$ cat src/rtl/bus_arbiter.sv
// Two-requester bus arbiter: core (c_*) and debug system bus (d_*) share one
// single-outstanding bus port (bus_*).
//
// Optional feature macro: BUS_ARBITER__TIMEOUT_EN
//   When defined, a WAIT_ACK watchdog ends a transaction after TimeoutCycles
//   cycles without bus_ack and returns fault=1, rdata=0 to the requester.
//   When undefined, WAIT_ACK waits for bus_ack indefinitely.
//
// Parameters
//   Width          address/data width
//   TimeoutCycles  watchdog limit in WAIT_ACK cycles (1..65535)
//
// Ports
//   clk, rst_n                       clock, synchronous active-low reset
//   c_req/c_we/c_addr/c_wdata/c_be   core command, req held until c_done
//   c_rdata/c_done/c_fault           core response (done is a 1-cycle pulse)
//   d_req/d_we/d_addr/d_wdata/d_be   debug command
//   d_rdata/d_done/d_fault           debug response
//   halted                           hart halted, debug takes absolute priority
//   bus_rd/bus_wr                    one-cycle command strobes
//   bus_addr/bus_wdata/bus_be        command fields, held until next grant
//   bus_rdata/bus_ack/bus_fault      bus response, fault qualified by ack
//   owner                            last granted requester (0 core, 1 debug)
module bus_arbiter #(
  parameter int unsigned Width         = 32,
  parameter int unsigned TimeoutCycles = 255
) (
  input  logic             clk,
  input  logic             rst_n,
  input  logic             c_req,
  input  logic             c_we,
  input  logic [Width-1:0] c_addr,
  input  logic [Width-1:0] c_wdata,
  input  logic [3:0]       c_be,
  output logic [Width-1:0] c_rdata,
  output logic             c_done,
  output logic             c_fault,
  input  logic             d_req,
  input  logic             d_we,
  input  logic [Width-1:0] d_addr,
  input  logic [Width-1:0] d_wdata,
  input  logic [3:0]       d_be,
  output logic [Width-1:0] d_rdata,
  output logic             d_done,
  output logic             d_fault,
  input  logic             halted,
  output logic             bus_rd,
  output logic             bus_wr,
  output logic [Width-1:0] bus_addr,
  output logic [Width-1:0] bus_wdata,
  output logic [3:0]       bus_be,
  input  logic [Width-1:0] bus_rdata,
  input  logic             bus_ack,
  input  logic             bus_fault,
  output logic             owner
);

  localparam int unsigned BeW  = 4;
  localparam int unsigned CntW = 16;

  // Elaboration-time range check on the watchdog limit.
  if (TimeoutCycles == 0 || TimeoutCycles > 65535) begin : g_cfg_check
    $error("bus_arbiter: TimeoutCycles must be in 1..65535");
  end

  typedef enum logic [1:0] {
    IDLE     = 2'd0,
    GRANT    = 2'd1,
    WAIT_ACK = 2'd2,
    RESP     = 2'd3
  } state_e;

  state_e           state_q, state_d;
  logic             owner_q, owner_d;
  logic             rd_q, rd_d;
  logic             wr_q, wr_d;
  logic [Width-1:0] addr_q, addr_d;
  logic [Width-1:0] wdata_q, wdata_d;
  logic [BeW-1:0]   be_q, be_d;
  logic [Width-1:0] c_rdata_q, c_rdata_d;
  logic [Width-1:0] d_rdata_q, d_rdata_d;
  logic             c_done_q, c_done_d;
  logic             d_done_q, d_done_d;
  logic             c_fault_q, c_fault_d;
  logic             d_fault_q, d_fault_d;
`ifdef BUS_ARBITER__TIMEOUT_EN
  logic [CntW-1:0]  cnt_q, cnt_d;
`endif

  logic             win_c;
  logic             resp_c;
  logic [Width-1:0] resp_data_c;
  logic             resp_fault_c;

  // Winner when both request: debug if halted, otherwise the one not granted last.
  assign win_c = (c_req && d_req) ? (halted | ~owner_q) : d_req;

  // Next-state and registered-output computation.
  always_comb begin
    state_d      = state_q;
    owner_d      = owner_q;
    rd_d         = 1'b0;
    wr_d         = 1'b0;
    addr_d       = addr_q;
    wdata_d      = wdata_q;
    be_d         = be_q;
    c_rdata_d    = c_rdata_q;
    d_rdata_d    = d_rdata_q;
    c_done_d     = 1'b0;
    d_done_d     = 1'b0;
    c_fault_d    = 1'b0;
    d_fault_d    = 1'b0;
    resp_c       = 1'b0;
    resp_data_c  = '0;
    resp_fault_c = 1'b0;
`ifdef BUS_ARBITER__TIMEOUT_EN
    cnt_d        = cnt_q;
`endif

    case (state_q)
      IDLE: begin
        if (c_req || d_req) begin
          state_d = GRANT;
          owner_d = win_c;
          if (win_c) begin
            addr_d  = d_addr;
            wdata_d = d_wdata;
            be_d    = d_be;
            rd_d    = ~d_we;
            wr_d    = d_we;
          end else begin
            addr_d  = c_addr;
            wdata_d = c_wdata;
            be_d    = c_be;
            rd_d    = ~c_we;
            wr_d    = c_we;
          end
        end
      end
      GRANT: begin
        state_d = WAIT_ACK;
`ifdef BUS_ARBITER__TIMEOUT_EN
        cnt_d   = '0;
`endif
      end
      WAIT_ACK: begin
        if (bus_ack) begin
          resp_c       = 1'b1;
          resp_data_c  = bus_rdata;
          resp_fault_c = bus_fault;
        end
`ifdef BUS_ARBITER__TIMEOUT_EN
        // This cycle is the TimeoutCycles-th without an ack.
        else if (({1'b0, cnt_q} + (CntW+1)'(1)) == (CntW+1)'(TimeoutCycles)) begin
          resp_c       = 1'b1;
          resp_data_c  = '0;
          resp_fault_c = 1'b1;
        end else begin
          cnt_d = cnt_q + CntW'(1);
        end
`endif
      end
      RESP: begin
        state_d = IDLE;
      end
      default: begin
        state_d = IDLE;
      end
    endcase

    // Route the response to the requester that owns the transaction.
    if (resp_c) begin
      state_d = RESP;
      if (owner_q) begin
        d_done_d  = 1'b1;
        d_fault_d = resp_fault_c;
        d_rdata_d = resp_data_c;
      end else begin
        c_done_d  = 1'b1;
        c_fault_d = resp_fault_c;
        c_rdata_d = resp_data_c;
      end
    end
  end

  // State and output registers.
  always_ff @(posedge clk) begin
    if (!rst_n) begin
      state_q   <= IDLE;
      owner_q   <= 1'b0;
      rd_q      <= 1'b0;
      wr_q      <= 1'b0;
      addr_q    <= '0;
      wdata_q   <= '0;
      be_q      <= '0;
      c_rdata_q <= '0;
      d_rdata_q <= '0;
      c_done_q  <= 1'b0;
      d_done_q  <= 1'b0;
      c_fault_q <= 1'b0;
      d_fault_q <= 1'b0;
`ifdef BUS_ARBITER__TIMEOUT_EN
      cnt_q     <= '0;
`endif
    end else begin
      state_q   <= state_d;
      owner_q   <= owner_d;
      rd_q      <= rd_d;
      wr_q      <= wr_d;
      addr_q    <= addr_d;
      wdata_q   <= wdata_d;
      be_q      <= be_d;
      c_rdata_q <= c_rdata_d;
      d_rdata_q <= d_rdata_d;
      c_done_q  <= c_done_d;
      d_done_q  <= d_done_d;
      c_fault_q <= c_fault_d;
      d_fault_q <= d_fault_d;
`ifdef BUS_ARBITER__TIMEOUT_EN
      cnt_q     <= cnt_d;
`endif
    end
  end

  assign owner     = owner_q;
  assign bus_rd    = rd_q;
  assign bus_wr    = wr_q;
  assign bus_addr  = addr_q;
  assign bus_wdata = wdata_q;
  assign bus_be    = be_q;
  assign c_rdata   = c_rdata_q;
  assign c_done    = c_done_q;
  assign c_fault   = c_fault_q;
  assign d_rdata   = d_rdata_q;
  assign d_done    = d_done_q;
  assign d_fault   = d_fault_q;

endmodule

$ cat config.mk
export PLATFORM = sky130hd
export DESIGN_NAME = bus_arbiter
export DESIGN_NICKNAME = d
export VERILOG_FILES = /design/src/rtl/bus_arbiter.sv
export SDC_FILE = /design/constraint.sdc
export NUM_CORES = 1
export LEC_CHECK = 0
export CAP_MARGIN = 20
export CORE_MARGIN = 3
export CORE_UTILIZATION = 37
export DETAILED_ROUTE_END_ITERATION = 7
export PLACE_DENSITY = 0.77
export SLEW_MARGIN = 30
export SYNTH_ARGS = -nofsm -noshare
export SYNTH_HDL_FRONTEND = slang
export SYNTH_SLANG_ARGS = --single-unit
$ cat constraint.sdc
create_clock -name clk -period 1.7 [get_ports clk]
set_clock_uncertainty 0.2 [all_clocks]
set_input_delay 0.34 -clock clk [delete_from_list [all_inputs] [get_ports clk]]
set_output_delay 0.34 -clock clk [all_outputs]
set_load 0.1 [all_outputs]
Word level (Yosys, flattened, before mapping)
Cells that the tools add are included.
- word-level logic and storage cells: 52
- input bits: 177
- output and inout bits: 139
- register bits after elaboration: 141
- reduce and logical (&&, ||, !) cells: 12
- bitwise logic cells: 6
- equal/unequal tests: 4
- multiplexer cells: 17
- operator list (operator ; count):
    32-bit two-way mux ; 4
    2-bit AND reduction ; 5
    1-bit two-way mux ; 9
    2-bit one-hot mux with 3 select lines ; 1
    3-bit AND reduction ; 2
    1-bit NOT ; 5
    2-bit equality test (second input constant) ; 2
    2-bit two-way mux ; 2
    4-bit two-way mux ; 1
    4-bit nonzero test ; 1
    3-bit inequality test (second input constant) ; 1
    3-bit OR reduction ; 1
    2-bit by 1-bit equality test with 1-bit output (second input constant) ; 1
    2-bit logical NOT ; 1
    1-bit logical AND ; 1
    1-bit logical OR ; 1
    1-bit bitwise OR ; 1

Logic depth before layout (Yosys ltp)
- depth after elaboration: 4
- depth in mapped cells: 7
- gate-level depth less buffers: 3

Worst setup path before layout
OpenSTA, ideal clock, no wires.
- path type: register to register
- from: register owner_q, in the netlist owner
- to: register wdata_q[18], in the netlist bus_wdata[18]
- period minus slack after synthesis: 2.361 ns
- data required time: 1.365 ns
- library setup time: 0.135 ns
- slack: -0.661 ns
- buffers on the path: 1
- arrival time: 2.026 ns
- cell stages (with the launch flop): 5
- cell sequence: dfxtp_1 > nand3b_1 > clkbuf_1 > a2111oi_0 > nor4b_1
- cells in the longest elaborated chain, start to end: 4
- ends and longest elaborated chain (item ; line ; text):
    from (decl) ; 74 ; logic owner_q, owner_d;
    from (signal assigned) ; 207 ; owner_q <= owner_d;
    1-bit NOT (no source line) ; - ;
    1-bit bitwise OR ; 96 ; assign win_c = (c_req && d_req) ? (halted | ~owner_q) : d_req;
    1-bit two-way mux ; 96 ;
    32-bit two-way mux ; 125 ; if (win_c) begin
    to (signal assigned) ; 211 ; wdata_q <= wdata_d;
    to (decl) ; 78 ; logic [Width-1:0] wdata_q, wdata_d;
No other way between the ends.
A chain may end at the register's enable or synchronous reset.

Worst setup path after layout
- from: register owner_q, in the netlist owner
- to: register addr_q[6], in the netlist bus_addr[6]
- cells in the longest elaborated chain, start to end: 4
- ends and longest elaborated chain (item ; line ; text):
    1-bit NOT (no source line) ; - ;
    1-bit bitwise OR ; 96 ;
    1-bit two-way mux ; 96 ;
    32-bit two-way mux ; 125 ;
    to (signal assigned) ; 210 ; addr_q <= addr_d;
    to (decl) ; 77 ; logic [Width-1:0] addr_q, addr_d;
No other way between the ends.

==> flow_summary_export.csv <==
group,metric,value,unit
finish,utilization,74.8,%
detailed_routing,drc,0,
placed_design,place_area,11400,um2
cts,clock_sinks,141,
timing,slew_violations,0,
detailed_routing,wl_per_cell,21.4,um
cts,htreeDepth,4,
global_route,grt-ovfl-total,0,
timing,hold_ws,0.248,ns
power_and_ir_drop,peakVddDrop,0.744,mV
finish,n_antenna_cell,0,
die,io_pins,316,
setup_path,critPathMaxFanout,14,
detailed_routing,drt_iter0_markers,395,
timing,hold_viol,0,
die,coreArea,16800,um2
power_and_ir_drop,p_leak,4.36,nW
detailed_routing,num_vias,7325,
finish,final_common_cell,"clkdlybuf4s50_1",
finish,nets,1199,
timing,tightest_slew,0.454,ns
worst_hold_path,hold_depth,3,
yosys,netlist_area,6450,um2
yosys,synth_top_cells_by_area,"dfxtp_1 (44%), nor4b_1 (9.2%), a2111oi_0 (9.1%), nand2_1 (7.6%), nor4_1 (6.6%)",
finish,final_area,12600,um2
timing,max_freq,557,MHz
setup_path,crit_chain,"nand3b_1 > buf_6 > buf_12 > a2111oi_0 > nor4b_1",
finish,area_growth_syn_to_layout,95.0,%
placed_design,gp_congestion,0.809,
cts,cts_tree,"done",
setup_path,cp.required,1.78,ns
yosys,synth.distinct_cells,28,
placed_design,pre_cts_ws,-0.538,ns
cts,hold_buffers,0,
yosys,synthAdderAreaFrac,0,%
yosys,synthCells,733,
placed_design,place_hpwl,17.3,mm
die,start_util,38.4,%
yosys,synth_xor_area_share,0.136,%
cts,root_buffer,"clkbuf_16",
power_and_ir_drop,power_density,1130,nW/um2
global_route,grt_pass1_wl,40.1,mm
global_route,grt_max_degree,81,
yosys,synth_top_family_by_area,"simple AND/OR/NAND/NOR gates",
yosys,synth_mux_area_share,0,%
setup_path,crit_path_start_kind,"flip-flop",
setup_path,max_stage_delay,0.48,ns
setup_path,ff2ff_path_depth,5,
timing,setup_violations,12,
timing,fin_crit,1.79,ns
global_route,grt_pass1_vias,7158,
outcome,violations,"setup timing",
timing,setup_ws,-0.0945,ns
die,die_h,138,um
detailed_routing,wl,26.8,mm
flow_run,drv_cap,0,
cts,clk_latency,0.41,ns
yosys,yosys.area_share.simple,25.5,%
yosys,synth-seq-cells,141,
yosys,synthesis.nets,910,
yosys,yosysTopAreaCell,"dfxtp_1",
detailed_routing,drtPass1Iterations,6,
die,dieArea,19100,um2
yosys,syn_area_per_cell,8.80,um2
placed_design,io_buffer_count,315,
die,die_w,138,um
worst_hold_path,holdCritPathClass,"input port to flip-flop",
finish,layout_common_cells,"clkdlybuf4s50_1 (172), buf_12 (162), dfxtp_1 (140), nand2_1 (130), a21oi_1 (69)",
setup_path,crit_slowest_cell,"a2111oi_0",
timing,rsz0062_at_grt,"yes",
timing,period_share,106,%
global_route,grt_use_total,25.7,%
yosys,yosys_warnings,0,
timing,relSlewSlack,68.9,%
die,fp-row-count,47,
cts,numCtsBuffers,17,
detailed_routing,ant_nets,0,
setup_path,crit_type,"flip-flop to flip-flop",
yosys,ys_seq_area_share,43.7,%
setup_path,cp.arrival,1.88,ns
outcome,outcome,"complete, but fails checks",
global_route,antenna_found_initial,0,
detailed_routing,vias_per_cell,5.84,
cts,path_clk_slew,0.06,ns
finish,final_layout_size_suffix_gt1_share,26.5,%
setup_path,crit_path_end_kind,"flip-flop",
timing,tns,-0.259,ns
yosys,synth_compound_area_share,22.4,%
yosys,yosysTopAreaCellShare,43.7,%
cts,clock_path_buffers,2,
-- critical path: cells and delay by family (launching register included) --
family                 cells  cell delay [ns]
DFF                        1             0.35
buffers and inverters      2             0.34
and+or+nand+nor            2             0.28
AOI/OAI and AO/OA          1             0.48
-- repair_timing --
| action | CTS | global route |
|---|---|---|
| resized for setup | 24 | 80 |
| gates cloned | 3 | 3 |
| endpoints found under the setup margin | 17 | 74 |
| setup buffers | 3 | 2 |
| pin swaps | 7 | 4 |
-- cells in the mapped netlist --
library cell	n
dfxtp_1	141
buf_4	2
clkbuf_2	8
nor2_1	4
clkinv_1	1
and3b_1	3
a2111oi_1	1
clkbuf_1	48
a2111oi_0	67
a21boi_0	52
nand2_1	130
a21boi_1	13
a21oi_1	69
and4b_1	1
or2_1	1
buf_2	27
and2_1	3
buf_6	14
xor2_1	1
nor4bb_1	1
nor4b_1	68
o21ai_0	3
nand4bb_1	1
nand4b_1	1
nand3b_1	1
nor4_1	68
nand3_1	3
or2_2	1
-- sequential cells by signal (all words and copies together), names as in the netlist --
signal / cells
bus_addr: 32
bus_wdata: 32
c_rdata: 32
d_rdata: 32
bus_be: 4
state_q: 2
bus_rd: 1
bus_wr: 1
c_done: 1
c_fault: 1
d_done: 1
d_fault: 1
owner: 1
-- metal layers --
layer | track usage (%) | vias up | share of wire, %
met1 | 31.4 | 3485 | 38
met4 | 8.79 | 0 | 3.0
met5 | 0 | - | 0
met3 | 7.80 | 66 | 8.8
li1 | - | 3359 | -
met2 | 43.1 | 415 | 51
-- cell type report --
type,instances,area (um2)
inverters,1,3.75
clock inverters,15,189
flip-flops and latches,141,2830
multi-input cells,492,3510
well taps,220,275
repair buffers,369,5350
clock buffers,17,425
fillers,1102,4240
-- worst paths after layout --
kind                       to  slack [ns]         from
setup reg to reg  bus_addr[6]       -0.09        owner
hold reg to reg   c_rdata[18]        0.29  c_rdata[18]
setup / recovery  bus_addr[6]       -0.09        owner
hold / removal    bus_addr[3]        0.25        rst_n
-- cell families after synthesis --
logic type | Yosys count
AND/OR/NAND/NOR | 286
AO/OA/AOI/OAI | 205
flip-flops | 141
buffers and inverters | 100
XOR/XNOR | 1
-- power breakdown --
part | switching [mW] | total, mW | internal (mW)
combinational | 3.86 | 6.28 | 2.42
sequential | 0.368 | 4.02 | 3.65
clock | 1.55 | 3.89 | 2.34
-- metrics by stage --
step / total power, mW / std cells
after floorplan: 7.55 / 733
after CTS: 14.0 / 1250
after global routing: 14.6 / 1255
after global placement: 9.98 / 1212
after detailed placement: 10.0 / 1212
final: 14.2 / 1255
(Power assumes the default switching activity.)
==> variant 1 (same flow settings) <==
Make the reset (`rst_n`) asynchronous in one clocked block. Comments in the files are not updated.
--- a/src/rtl/bus_arbiter.sv
+++ b/src/rtl/bus_arbiter.sv
@@ -185,5 +185,5 @@
 
   // State and output registers.
-  always_ff @(posedge clk) begin
+  always_ff @(posedge clk or negedge rst_n) begin
     if (!rst_n) begin
       state_q   <= IDLE;
Check against the original RTL: differs if rst_n is asserted again (counterexample within 4 cycles, from zero or initial values and one cycle with rst_n low); with rst_n held inactive, the same outputs for 4 cycles.
==> variant 1 against the original RTL <==
The flow still finishes with violations (negative setup slack). Synthesized cell count down 33%. Synthesized area down 1.7%. Count of clock-buffer cells in the layout up 3. Sequential share of layout area up 6.4 points. Design area down 2.7%. Worst setup slack worse by 0.036 ns. Wire length up 1.1%. Sequential cell count unchanged. Critical path type unchanged.
Power is not shown: default switching activity piles up to over one toggle a cycle in this logic, so the estimate is an artifact.
==> variant 1: results (changes against the original RTL) <==
[critical_path]
slowest_stage = dfrtp_4
reg2reg_from = owner$_DFFE_PN0P_
endpoint = bus_wdata[20]$_DFFE_PN0P_
critPathMaxStageDelay_ns = 0.47
crit_path_max_fanout = 29  ; +15
arrival_ns = 1.92  ; +0.04 ns
crit_path_start_kind = flip-flop
rr_worst_depth = 4  ; -1
regToRegSetupSlack_ns = -0.13  ; -0.04 ns

[yosys]
yosysMostFrequentCell = dfrtp_1
synth.area.top_cells = dfrtp_1 (56%), mux2_2 (11%), a221o_1 (11%)
synth.top_cells.by_count = dfrtp_1 (141), a221o_1 (68), and4_1 (68)
ys_types = 23  ; -18%
synth.net_count = 665  ; -27%
async_flop_share_pct = 100  ; +100 points
synth_seq_area_share_pct = 55.6  ; +12 points

[outcome]
status = complete, but fails checks
violations = negative setup slack

[timing]
worst_pin_slew_ns = 0.458  ; +0.00328 ns
timing.final.ws_setup_ns = -0.130  ; -0.0358 ns
setup_viol = 136  ; +124

[global_routing]
antenna_found_initial = 1  ; +1
grt_max_degree = 83  ; +2.5%
grt_pass1_vias = 6224  ; -13%
grt_pass1_wl_um = 36500  ; -9.0%
track_usage_pct = 25.8  ; +0.16 points

[final_layout]
nFillCells = 1016  ; -7.8%
fin_nets = 989  ; -18%
drive_gt1_share_pct = 35.6  ; +9.2 points

[detailed_routing]
drtIter0Drc = 359  ; -9.1%
vias_per_cell = 5.75  ; -1.6%
first_pass_iters = 5  ; -1
wl_per_cell_um = 25.9  ; +21%

[clocking]
clkLatencyLatePin_ns = 0.41  ; about the same

[hold_path]
hold_class = in2async

[placed_design]
place_congestion = 0.766  ; -5.3%
pre_cts_slack_ns = -0.483  ; +0.0543 ns
portBuffers = 315  ; unchanged
dp_hpwl_um = 16700  ; -3.5%

==> variant 1: cell count changes in the layout (fill, tap and decap cells not counted), sizes merged, moves of 68 or more <==
cell,change
dfrtp,+141
and3,+68
dfxtp,-141
a2111oi,-68
a21oi,-68
a221o,+68
and4,+68
nand2,-126
nor4,-68
nor4b,-68
==> variant 1: layout make-up <==
cell class	instances	share of cell area, %
inverters	3	0.0920
clock buffers	20	3.73
diodes	1	0.0204
well taps	220	2.25
multi-input cells	291	22.4
flip-flops and latches	141	28.9
clock inverters	12	0.705
repair buffers	358	41.9
==> variant 1: cell families after synthesis <==
kind of cell	share of synthesized area [%]
buffers and inverters	4.46
flip-flops	55.6
AND/OR/NAND/NOR	17.3
AO/OA/AOI/OAI	11.0
XOR/XNOR	0.138
multiplexers	11.5
==> variant 1: metrics by stage <==
step	TNS, ns	area (µm²)	util (%)	instances
4_1_cts	-4.89	11900	71.1	1030
3_3_place_gp	-53.44	11200	67.0	989
6_report	-9.85	12200	73.3	1046
3_5_place_dp	-56.53	11200	67.0	989
2_1_floorplan	-14.72	6390	-	488
5_1_grt	-16.00	12200	73.3	1046
==> variant 1: worst max-delay path, delay by kind of cell (launching register included) <==
family                 cells  cell delay, ns
buffers and inverters      1            0.28
AO/OA/AOI/OAI              1            0.30
AND/OR/NAND/NOR            2            0.45
flip-flops                 1            0.47
==> variant 1: worst min path at each step <==
stage	from	end	slack [ns]	cells after the start
floorplan	rst_n	bus_addr[0]$_DFFE_PN0P_	-0.16	0
global placement	rst_n	bus_addr[17]$_DFFE_PN0P_	0.05	1
detailed placement	rst_n	bus_addr[17]$_DFFE_PN0P_	0.05	1
CTS	rst_n	bus_addr[17]$_DFFE_PN0P_	0.17	2
finish	rst_n	bus_addr[17]$_DFFE_PN0P_	0.18	2
global route	rst_n	bus_addr[17]$_DFFE_PN0P_	0.18	2
==> variant 1: timing repair <==
action / 4_1_cts / 5_1_grt
setup endpoints to repair: 106 / 134
gates resized for setup: 12 / 37
hold buffers: 1 / 0
pin swaps: 2 / 1
endpoints found under the hold margin: 141 / 0
gates cloned: 5 / 12
setup buffers: 3 / 3
==> variant 1: per-layer routing <==
layer	part of all wire [%]	GRT usage (%)	wire length, µm	vias to the layer above
li1	-	-	-	2589
met1	36	28.6	9760	2975
met2	51	45.2	13800	358
met3	8.2	8.35	2210	88
met4	5.0	11.6	1370	0
met5	0	0	0	-
==> variant 2 (same settings) <==
Made on the original files. Build with the macro `BUS_ARBITER__TIMEOUT_EN` defined.
--- a/src/rtl/bus_arbiter.sv
+++ b/src/rtl/bus_arbiter.sv
@@ -22,4 +22,6 @@
 //   bus_rdata/bus_ack/bus_fault      bus response, fault qualified by ack
 //   owner                            last granted requester (0 core, 1 debug)
+`define BUS_ARBITER__TIMEOUT_EN
+
 module bus_arbiter #(
   parameter int unsigned Width         = 32,
Behaviour: same outputs for any inputs over 4 cycles, from zero or initial values and one cycle with rst_n low; that may be too few to reach the edited logic, so the function may still have changed.
==> variant 2 against the original RTL <==
The run still ends with negative setup slack left. Total power shrank 8.3%. Fmax fell by 31%. Sequential power rose by 5.5%. Design area up 8.4%. Synthesized cell count fell by 13%. Worst setup slack got worse by 0.79 ns. Hold slack worse by 0.016 ns. Wire length decreased by 2.7%. Die area up 3.0%. Clock power decreased by 3%. Synthesized area rose by 3.2%. Sequential cell count rose by 16. Critical path type unchanged.
==> variant 2: results (changes against the original RTL) <==
[yosys]
synthAdderAreaFrac_pct = 0.376  ; +0.38 points
synth_seq_area_share_pct = 47.2  ; +3.5 points
synth-compound-area-share_pct = 24.7  ; +2.3 points
synth.net_count = 816  ; -10%

[final_layout]
n_antenna_cell = 3  ; +3
buffers = 432  ; +17%
nMultiInputCombCells = 416  ; -15%
bufAreaShareNonClock_pct = 43.9  ; +1.4 points
multi_input_area_share_pct = 26.2  ; -1.8 points
clock_area_share_pct = 4.36  ; -0.53 points

[detailed_routing]
dr_wl_met2_um = 13400  ; -0.77%
drtIter0Drc = 377  ; -4.6%
drt-met1-wl_um = 9610  ; -4.8%

[timing]
setup_viol = 102  ; +90
timing.final.ws_setup_ns = -0.883  ; -0.788 ns

[critical_path]
slowest_stage = dfxtp_4
reg2reg_from = cnt_q[0]$_SDFFE_PN0P_
critPathMaxStageDelay_ns = 0.37  ; -0.11 ns

[hold_path]
worstHoldPathCells = 4  ; +1

[power_and_ir_drop]
comb_power_w = 0.00498  ; -21%

[clocking]
clkLatencyLatePin_ns = 0.43  ; +0.02 ns

[global_routing]
use_met3_pct = 8.77  ; +0.97 points
use_met2_pct = 42.6  ; -0.57 points

[outcome]
status = complete, but fails checks
violations = negative setup slack

==> variant 2: cell types whose count changed in the layout (fill, tap and decap cells not counted), moves of 47 or more <==
| cell | unedited run | this run |
|---|---|---|
| o211a_1 | 0 | 68 |
| a21oi_1 | 69 | 5 |
| nor4b_1 | 64 | 0 |
| a32o_1 | 0 | 63 |
| mux2i_1 | 0 | 63 |
| nor4_1 | 59 | 1 |
| a21boi_0 | 49 | 1 |
| nand2_1 | 130 | 83 |
==> variant 2: worst max-delay path by stage <==
stage                           startpoint                  endpoint  slack (ns)  depth (start not counted)
finish               cnt_q[0]$_SDFFE_PN0P_     cnt_q[3]$_SDFFE_PN0P_       -0.88                         10
global route         cnt_q[0]$_SDFFE_PN0P_    cnt_q[14]$_SDFFE_PN0P_       -0.97                         10
CTS                 cnt_q[12]$_SDFFE_PN0P_     cnt_q[3]$_SDFFE_PN0P_       -0.83                          9
detailed placement   cnt_q[8]$_SDFFE_PN0P_  c_rdata[12]$_SDFFE_PN0P_       -1.07                          7
global placement     cnt_q[1]$_SDFFE_PN0P_  c_rdata[14]$_SDFFE_PN0P_        -1.0                          8
floorplan           cnt_q[11]$_SDFFE_PN0P_     cnt_q[9]$_SDFFE_PN0P_       -0.71                          9
==> variant 2: through the flow <==
| stage | hold WS [ns] | setup TNS, ns | utilization, % | instances | total power, W |
|---|---|---|---|---|---|
| after floorplan | 0.282 | -55.89 | - | 637 | 0.00687 |
| after global placement | 0.287 | -99.74 | 69.0 | 1191 | 0.00887 |
| after detailed placement | 0.320 | -104.48 | 69.0 | 1191 | 0.00893 |
| after CTS | 0.221 | -61.55 | 75.1 | 1250 | 0.0128 |
| after global routing | 0.236 | -73.66 | 78.0 | 1271 | 0.0134 |
| final | 0.232 | -64.31 | 78.0 | 1271 | 0.0130 |
